File: src/rtl/riscv_biu_arbiter.sv
// Arbitrates the I/D front ends onto one BIU: grant 1 cycle after request, outstanding-drain before switch.
// Backpressure: biu_stb stalls at MAX_OUT outstanding, at quantum expiry, and for the whole DRAIN phase.
module riscv_biu_arbiter #(
   parameter int XLEN    = 64,
   parameter int PLEN    = 64,
   parameter int MAX_OUT = 2,
   parameter int QUANTUM = 4
) (
   input  logic            clk,
   input  logic            rstn,
   input  logic            i_stb,
   input  logic            d_stb,
   output logic            i_stb_ack,
   output logic            d_stb_ack,
   input  logic [PLEN-1:0] i_adri,
   input  logic [PLEN-1:0] d_adri,
   input  logic [2:0]      i_size,
   input  logic [2:0]      d_size,
   input  logic [2:0]      i_type,
   input  logic [2:0]      d_type,
   input  logic            i_lock,
   input  logic            d_lock,
   input  logic            i_we,
   input  logic            d_we,
   input  logic [XLEN-1:0] i_di,
   input  logic [XLEN-1:0] d_di,
   input  logic            i_is_cacheable,
   input  logic            d_is_cacheable,
   input  logic            i_is_instruction,
   input  logic            d_is_instruction,
   input  logic [1:0]      i_prv,
   input  logic [1:0]      d_prv,
   output logic            i_ack,
   output logic            d_ack,
   output logic            i_err,
   output logic            d_err,
   output logic [PLEN-1:0] i_adro,
   output logic [PLEN-1:0] d_adro,
   output logic [XLEN-1:0] i_do,
   output logic [XLEN-1:0] d_do,
   output logic            biu_stb,
   input  logic            biu_stb_ack,
   output logic [PLEN-1:0] biu_adri,
   output logic [2:0]      biu_size,
   output logic [2:0]      biu_type,
   output logic            biu_lock,
   output logic            biu_we,
   output logic            biu_is_cacheable,
   output logic            biu_is_instruction,
   output logic [XLEN-1:0] biu_di,
   output logic [1:0]      biu_prv,
   input  logic [PLEN-1:0] biu_adro,
   input  logic [XLEN-1:0] biu_do,
   input  logic            biu_ack,
   input  logic            biu_err
);
   localparam int CW = $clog2(MAX_OUT + 1);

   typedef enum logic [1:0] {IDLE, GNT_I, GNT_D, DRAIN} state_t;

   state_t          state, state_nxt;
   logic            owner, owner_nxt;            // 1 = data port
   logic            last_owner, last_owner_nxt;
   logic [CW-1:0]   cnt, cnt_nxt;
   logic [3:0]      qcnt, qcnt_nxt;

   logic own_stb, oth_stb, own_lock, in_gnt, q_full, yield, accept, done, sel_d;

   assign own_stb  = owner ? d_stb  : i_stb;
   assign oth_stb  = owner ? i_stb  : d_stb;
   assign own_lock = owner ? d_lock : i_lock;
   assign in_gnt   = (state == GNT_I) || (state == GNT_D);
   assign q_full   = (qcnt == 4'(QUANTUM));
   // Stop issuing the moment the quantum is spent so the grant gets exactly QUANTUM accepts.
   assign yield    = !own_lock && oth_stb && q_full;
   assign accept   = biu_stb && biu_stb_ack;
   // A completion with nothing outstanding is a protocol error and is dropped.
   assign done     = (biu_ack || biu_err) && (cnt != '0);
   assign cnt_nxt  = cnt + CW'(accept) - CW'(done);
   assign sel_d    = (state == IDLE) ? 1'b1 : owner;

   always_ff @(posedge clk or negedge rstn) begin
      if (!rstn) begin
         state      <= IDLE;
         owner      <= 1'b0;
         last_owner <= 1'b0;
         cnt        <= '0;
         qcnt       <= '0;
      end else begin
         state      <= state_nxt;
         owner      <= owner_nxt;
         last_owner <= last_owner_nxt;
         cnt        <= cnt_nxt;
         qcnt       <= qcnt_nxt;
      end
   end

   always_comb begin
      state_nxt      = state;
      owner_nxt      = owner;
      last_owner_nxt = last_owner;
      case (state)
         IDLE: begin
            if (d_stb && (!i_stb || !last_owner)) begin
               state_nxt = GNT_D;
               owner_nxt = 1'b1;
            end else if (i_stb) begin
               state_nxt = GNT_I;
               owner_nxt = 1'b0;
            end
         end
         GNT_I, GNT_D: begin
            if (!own_lock) begin
               if (oth_stb && (!own_stb || q_full))
                  state_nxt = DRAIN;
               else if (!own_stb && !oth_stb && (cnt == '0))
                  state_nxt = IDLE;
            end
         end
         DRAIN: begin
            if (cnt_nxt == '0) begin
               last_owner_nxt = owner;
               if (oth_stb) begin
                  owner_nxt = !owner;
                  state_nxt = owner ? GNT_I : GNT_D;
               end else if (own_stb) begin
                  state_nxt = owner ? GNT_D : GNT_I;
               end else begin
                  state_nxt = IDLE;
               end
            end
         end
         default: state_nxt = IDLE;
      endcase

      qcnt_nxt = qcnt;
      if ((state == IDLE || state == DRAIN) && state_nxt != state)
         qcnt_nxt = '0;
      else if (accept && !own_lock && !q_full)
         qcnt_nxt = qcnt + 4'd1;
   end

   always_comb begin
      biu_stb            = in_gnt && own_stb && (cnt < CW'(MAX_OUT)) && !yield;
      i_stb_ack          = accept && !owner;
      d_stb_ack          = accept && owner;
      i_ack              = (state != IDLE) && (cnt != '0) && !owner && biu_ack;
      d_ack              = (state != IDLE) && (cnt != '0) && owner  && biu_ack;
      i_err              = (state != IDLE) && (cnt != '0) && !owner && biu_err;
      d_err              = (state != IDLE) && (cnt != '0) && owner  && biu_err;
      biu_adri           = sel_d ? d_adri           : i_adri;
      biu_size           = sel_d ? d_size           : i_size;
      biu_type           = sel_d ? d_type           : i_type;
      biu_lock           = sel_d ? d_lock           : i_lock;
      biu_we             = sel_d ? d_we             : i_we;
      biu_di             = sel_d ? d_di             : i_di;
      biu_is_cacheable   = sel_d ? d_is_cacheable   : i_is_cacheable;
      biu_is_instruction = sel_d ? d_is_instruction : i_is_instruction;
      biu_prv            = sel_d ? d_prv            : i_prv;
   end

   assign i_adro = biu_adro;
   assign d_adro = biu_adro;
   assign i_do   = biu_do;
   assign d_do   = biu_do;

endmodule

File: config.mk
export PLATFORM = sky130hd
export DESIGN_NAME = riscv_biu_arbiter
export DESIGN_NICKNAME = d
export VERILOG_FILES = /design/src/rtl/riscv_biu_arbiter.sv
export SDC_FILE = /design/constraint.sdc
export NUM_CORES = 1
export LEC_CHECK = 0
export CAP_MARGIN = 25
export CORE_AREA = 8 8 311 313
export DETAILED_ROUTE_END_ITERATION = 10
export DIE_AREA = 0 0 319 321
export GPL_TIMING_DRIVEN = 0
export HOLD_SLACK_MARGIN = 0.08
export PLACE_DENSITY_LB_ADDON = 0.25
export SYNTH_ARGS = -nofsm -noshare
export SYNTH_HDL_FRONTEND = slang
export SYNTH_SLANG_ARGS = --single-unit
File: constraint.sdc
create_clock -name clk -period 2.94 [get_ports clk]
set_input_delay 0.588 -clock clk [delete_from_list [all_inputs] [get_ports clk]]
set_output_delay 0.588 -clock clk [all_outputs]
set_load 0.05 [all_outputs]
==> Word level (Yosys, flattened, before mapping) <==
Index checks and enable logic that the tools add are counted.
{ "totals": {"wordCells": 94, "latch_bits": 0, "mem_bits_rw": 0, "mem_bits_ro": 0, "ff_bits": 10, "mem_count": 0} }
{ "classes": {"bitwise": 0, "n_eq_ne": 8, "addsub": 3, "div_mod_pow": 0, "n_reduce_logical": 46, "muxes": 31, "multipliers": 0, "n_shift": 0, "order_cmp": 1} }
{ "op_table": {"columns": ["op", "count"], "rows": [
  ["$mux 64", 2],
  ["$logic_and 1x1->1", 23],
  ["$mux 2", 11],
  ["$mux 1", 12],
  ["$logic_not 1->1", 8],
  ["$mux 4", 2],
  ["$reduce_bool 2->1", 4],
  ["$logic_not 2->1", 3],
  ["$mux 3", 2],
  ["$pmux 2 s3", 1],
  ["$logic_or 1x1->1", 5],
  ["$add 4x1->4 const B", 1],
  ["$eq 2x2->1 const B", 2],
  ["$eq 4x3->1 const B", 1],
  ["$ne 2x2->1 const B", 2],
  ["$reduce_and 4->1", 1],
  ["$ne 3x2->1 const B", 1],
  ["$add 2x1->2", 1],
  ["$eq 2x1->1 const B", 1],
  ["$lt 2x2->1 const B", 1],
  ["$ne 2x2->1", 1],
  ["$pmux 1 s2", 1],
  ["$reduce_and 2->1", 1],
  ["$reduce_or 2->1", 1],
  ["$sub 2x1->2", 1]
]} }

==> Longest topological paths before layout <==
{ "depth": {"word_depth": 15, "mapped_depth": 13, "ltp_nobuf": 13} }

==> Worst setup path after synthesis <==
OpenSTA, ideal clock, no wires.
{ "synth_timing": {"path_type": "input to register", "start": "input port d_stb", "end": "register qcnt[0]", "stages": 13, "setup_slack_ps": -1547, "arrival_ps": 4351, "required_time_ps": 2804, "path_cell_list": "clkbuf_1 nand2b_1 o22ai_1 a211oi_1 nand2_1 ha_1 inv_1 ha_1 xor3_2 or4b_4 o32a_1 a21oi_2 nor3_1"} }
{ "synth_between": {"elab_chain_len": 14} }
{ "synth_lines": {"columns": ["item", "line_no", "text"], "rows": [
  ["start, declared", "12", "input logic d_stb,"],
  ["$mux 1", "70", "assign oth_stb = owner ? i_stb : d_stb;"],
  ["$logic_and 1x1->1 (2 in a row)", "75", "assign yield = !own_lock && oth_stb && q_full;"],
  ["$logic_not 1->1", "144", "biu_stb = in_gnt && own_stb && (cnt < CW'(MAX_OUT)) && !yield;"],
  ["$logic_and 1x1->1 *", "144", null],
  ["via biu_stb", "41", "output logic biu_stb,"],
  ["$logic_and 1x1->1 *", "76", "assign accept = biu_stb && biu_stb_ack;"],
  ["$add 2x1->2 *", "79", "assign cnt_nxt = cnt + CW'(accept) - CW'(done);"],
  ["$sub 2x1->2 *", "79", null],
  ["via cnt_nxt[1]", "64", "logic [CW-1:0] cnt, cnt_nxt;"],
  ["$logic_not 2->1 *", "121", "if (cnt_nxt == '0) begin"],
  ["$mux 2 *", "121", null],
  ["$pmux 2 s3 *", "102", "case (state)"],
  ["$ne 2x2->1 *", "137", "if ((state == IDLE || state == DRAIN) && state_nxt != state)"],
  ["$logic_and 1x1->1 *", "137", null],
  ["$mux 4 / $reduce_bool 2->1 (equally long branches)", null, null],
  ["end signal, assigned", "94", "qcnt <= qcnt_nxt;"],
  ["end, declared", "65", "logic [3:0] qcnt, qcnt_nxt;"]
]} }
The timed path passes the listed nets; every way through them passes the cells marked *.
A chain may end at the register's enable or synchronous reset.

==> Final worst setup path <==
{ "layout_timing": {"start": "register qcnt[0]", "end": "register qcnt[1]"} }
{ "layout_between": {"elab_chain_len": 13} }
{ "layout_lines": {"columns": ["item", "line_no", "text"], "rows": [
  ["$eq 4x3->1 *", "73", "assign q_full = (qcnt == 4'(QUANTUM));"],
  ["$logic_and 1x1->1 *", "75", null],
  ["$logic_not 1->1 *", "144", null],
  ["$logic_and 1x1->1 *", "144", null],
  ["$logic_and 1x1->1 *", "76", null],
  ["$add 2x1->2 *", "79", null],
  ["$sub 2x1->2 *", "79", null],
  ["via cnt_nxt[1]", "64", null],
  ["$logic_not 2->1 *", "121", null],
  ["$mux 2 *", "121", null],
  ["$pmux 2 s3 *", "102", null],
  ["$ne 2x2->1 *", "137", null],
  ["$logic_and 1x1->1 *", "137", null],
  ["$mux 4 / $reduce_bool 2->1 (equally long branches)", null, null]
]} }
The timed path passes the listed nets; every way through them passes the cells marked *. The select of a mux whose other input is x is not followed.

==> run metrics <==
Post-Synthesis Mean Instance Area=~8.6 sq um; CTS H-tree depth=1; clock buffer count from CTS=3; Synth Warn #=0; Pre-Repair DR Iteration Count=4; run status=finished, violations left; maximum number of pins on one net before global-route repair=11; average via count per standard cell=around 2.6; DRC violation total after the first TritonRoute iteration=roughly 100; routed wirelength normalized by instance count=between 20 and 25 um; cell type contributing the most total cell area after synthesis=buf_4; part of the Yosys area used for sequential elements=roughly 5.6%; worst hold slack across all endpoints=slightly above 0.5 ns; Worst setup EP type=register; via count=between 6000 and 7000; top-level port count=approximately 800; slew of the pin with the lowest slew margin=approximately 0.7 ns; fin crit share=108%; setup_tns=-1.09 ns; Synth async-reset ratio=100%; count of final hold-check violations=0; DRC=0; count of input and output buffers=about 700; setup repair after global routing missed its margin=yes; vias in the first global route=between 6000 and 7000; area of the multi-input gates=between 2000 and 2500 sq um; worst setup slack for register-to-register paths=-0.25 ns; peak supply drop=roughly 0.38 mV; gate count of the mapped netlist=518; core area=about 92000 sq um; RD Place Congestion=around 0.76; total of max-cap violations=0; Overflow after GRT=0; path category of the worst min-delay check=register to register; commonest register cell after synthesis=dfrtp_1; number of storage elements in the synthesis netlist=10; clk_skew=roughly 0.0061 ns; reg-to-reg startpoint=qcnt[0]$_DFFE_PN0P_; CTS Root Cell=clkbuf_16; number of pins exceeding their max-slew limit in the final report=0; CP Launch Type=register; post-layout min period=approximately 3.2 ns; post-synthesis net count=between 900 and 1000; clock tree from TritonCTS=done; worst setup slack after layout=-0.247 ns; FF/Latch Area=around 250 sq um; library cells used by synthesis=38; commonest non-fill, non-tap cell in the layout=clkdlybuf4s50_1; first-pass GRT wire length=between 60000 and 70000 um; commonest cells after routing, fill and taps aside=clkdlybuf4s50_1 (543), buf_4 (276), mux2_2 (141), buf_2 (63), dlygate4sd2_1 (40); type of the setup path with the least slack=register to register; All-Layer GR Usage=roughly 8.8%; Post-synth EDFFs=0; initial antenna violation count=14; growth of design area from synthesis to finish=190%; die outline area=slightly above 100000 sq um; Final #Nets=1648; final cell count without fillers=around 2400; y dimension of the die=~320 um; number of routed nets with antenna violations=0; Clock Sink Count=10; DP HPWL=~46000 um; number of buffers on the longest clock path=2; violated checks=negative setup slack; beginning of the critical path=qcnt[0]$_DFFE_PN0P_; Data required, critical path=slightly above 3 ns; latest clock arrival within the worst-skew pair=around 0.24 ns; core occupancy in the finished layout=14.0%; floorplan die width=between 300 and 400 um; static leakage power=~0.0052 uW; critical path peak fanout=4; Pwr Density=between 700 and 800 nW/um^2; routed wire length=just under 50000 um; Arrival @ worst endpoint=3.28 ns; Filler Cell Count=between 10000 and 15000; count of endpoints failing setup in the final report=5; worst rel slew slack=53.0%; fraction of layout cells with a size suffix above 1=46.2%; placed cell count=approximately 2400; standard-cell row count=112; cell types occupying the most area after synthesis=buf_4 (43%), mux2_2 (36%), dfrtp_1 (5.6%); maximum clock frequency=314 MHz; hold_buf cts=0; startpoint of the most critical hold path=last_owner$_DFFE_PN0P_; Post-Syn Area=roughly 4400 sq um; clock transition at the registers of the reported paths=~0.050 ns; initial standard-cell utilization of the core=slightly below 5%; share of the synthesized area in the top cell type=a little over two fifths
## state kept, by name, indices dropped and copies added (netlist names)
name / count
owner: 1
cnt: 2
qcnt: 4
state: 2
last_owner: 1
## critical path, cell delays in order, from the launching register on
cell,delay (ns)
dfrtp_1,0.37
inv_2,0.06
ha_4,0.15
and3b_2,0.21
a211oi_4,0.26
nand2_2,0.11
ha_4,0.27
inv_2,0.03
ha_4,0.14
xor3_2,0.24
or4b_4,0.53
o32a_1,0.34
a21oi_4,0.24
nor3_2,0.07
## per-stage QoR
stage | instance area, sq um | worst slack [ns] | power [uW]
final | 12900 | -0.247 | 9230
after global routing | 12900 | -0.376 | 9700
after floorplan | 4520 | -0.650 | 6020
after CTS | 13100 | -0.434 | 9500
after global placement | 12900 | -2.35 | 9200
after detailed placement | 12900 | -2.47 | 9160
## worst paths after layout
check                                    endpoint  cells past startpoint
max                           qcnt[1]$_DFFE_PN0P_                     13
max reg2reg                   qcnt[1]$_DFFE_PN0P_                     13
min                        last_owner$_DFFE_PN0P_                      2
min in group asynchronous       owner$_DFFE_PN0P_                      1
max in group asynchronous      state[0]$_DFF_PN0_                      1
min reg2reg                last_owner$_DFFE_PN0P_                      2
## final cells by class
class / instances / share of cell area, %
timing repair buffer: 704 / 51.2
inverter: 7 / 0.204
clock buffer: 4 / 0.689
multi-input combinational: 225 / 18.0
tap: 1197 / 11.6
sequential: 10 / 1.96
antenna: 5 / 0.0970
buffer: 276 / 16.3
## cell usage after synthesis, types with 5 or more instances
cell type,number
clkbuf_1,17
inv_1,7
ha_1,6
nand2b_1,9
nand2_1,9
nor3_1,7
dfrtp_1,10
mux2_2,141
nor2_1,7
buf_4,256
o21ai_0,6
mux2i_1,5
## kinds of logic (layout without fill, tap and decap cells)
logic type      Yosys count  in the layout  share of synthesized area, %
buf+inv                 283            991                          45.6
mux                     146            146                          36.8
simple gates             45             45                          5.37
compound gates           24             24                          3.74
flops                    10             10                          5.63
fa+ha+maj                 6              6                          1.69
xor+xnor                  4              4                          1.15
other cells               0              5                             0
## routing by layer
metal  wire (um)  global-route usage [%]  vias up  share of wire (%)
li1            -                       -     2911                  -
met1       20600                    11.0     2861                 42
met2       23400                    14.9      423                 48
met3        4680                    3.40       14                9.6
met4         242                   0.431        2               0.49
met5          13                       0        -              0.027
## report_power, final
part / total (uW) / internal (uW) / switching [uW]
Combinational: 8710 / 3090 / 5620
Clock: 278 / 205 / 72.2
Sequential: 243 / 194 / 49.1
## what timing repair did
| action | 4_1_cts | 5_1_grt |
|---|---|---|
| endpoints found under the setup margin | 155 | 60 |
| setup buffers | 15 | 2 |
| pin swaps | 14 | 8 |
| resized for setup | 450 | 96 |
Note: power is estimated with default switching activity, not from simulation.
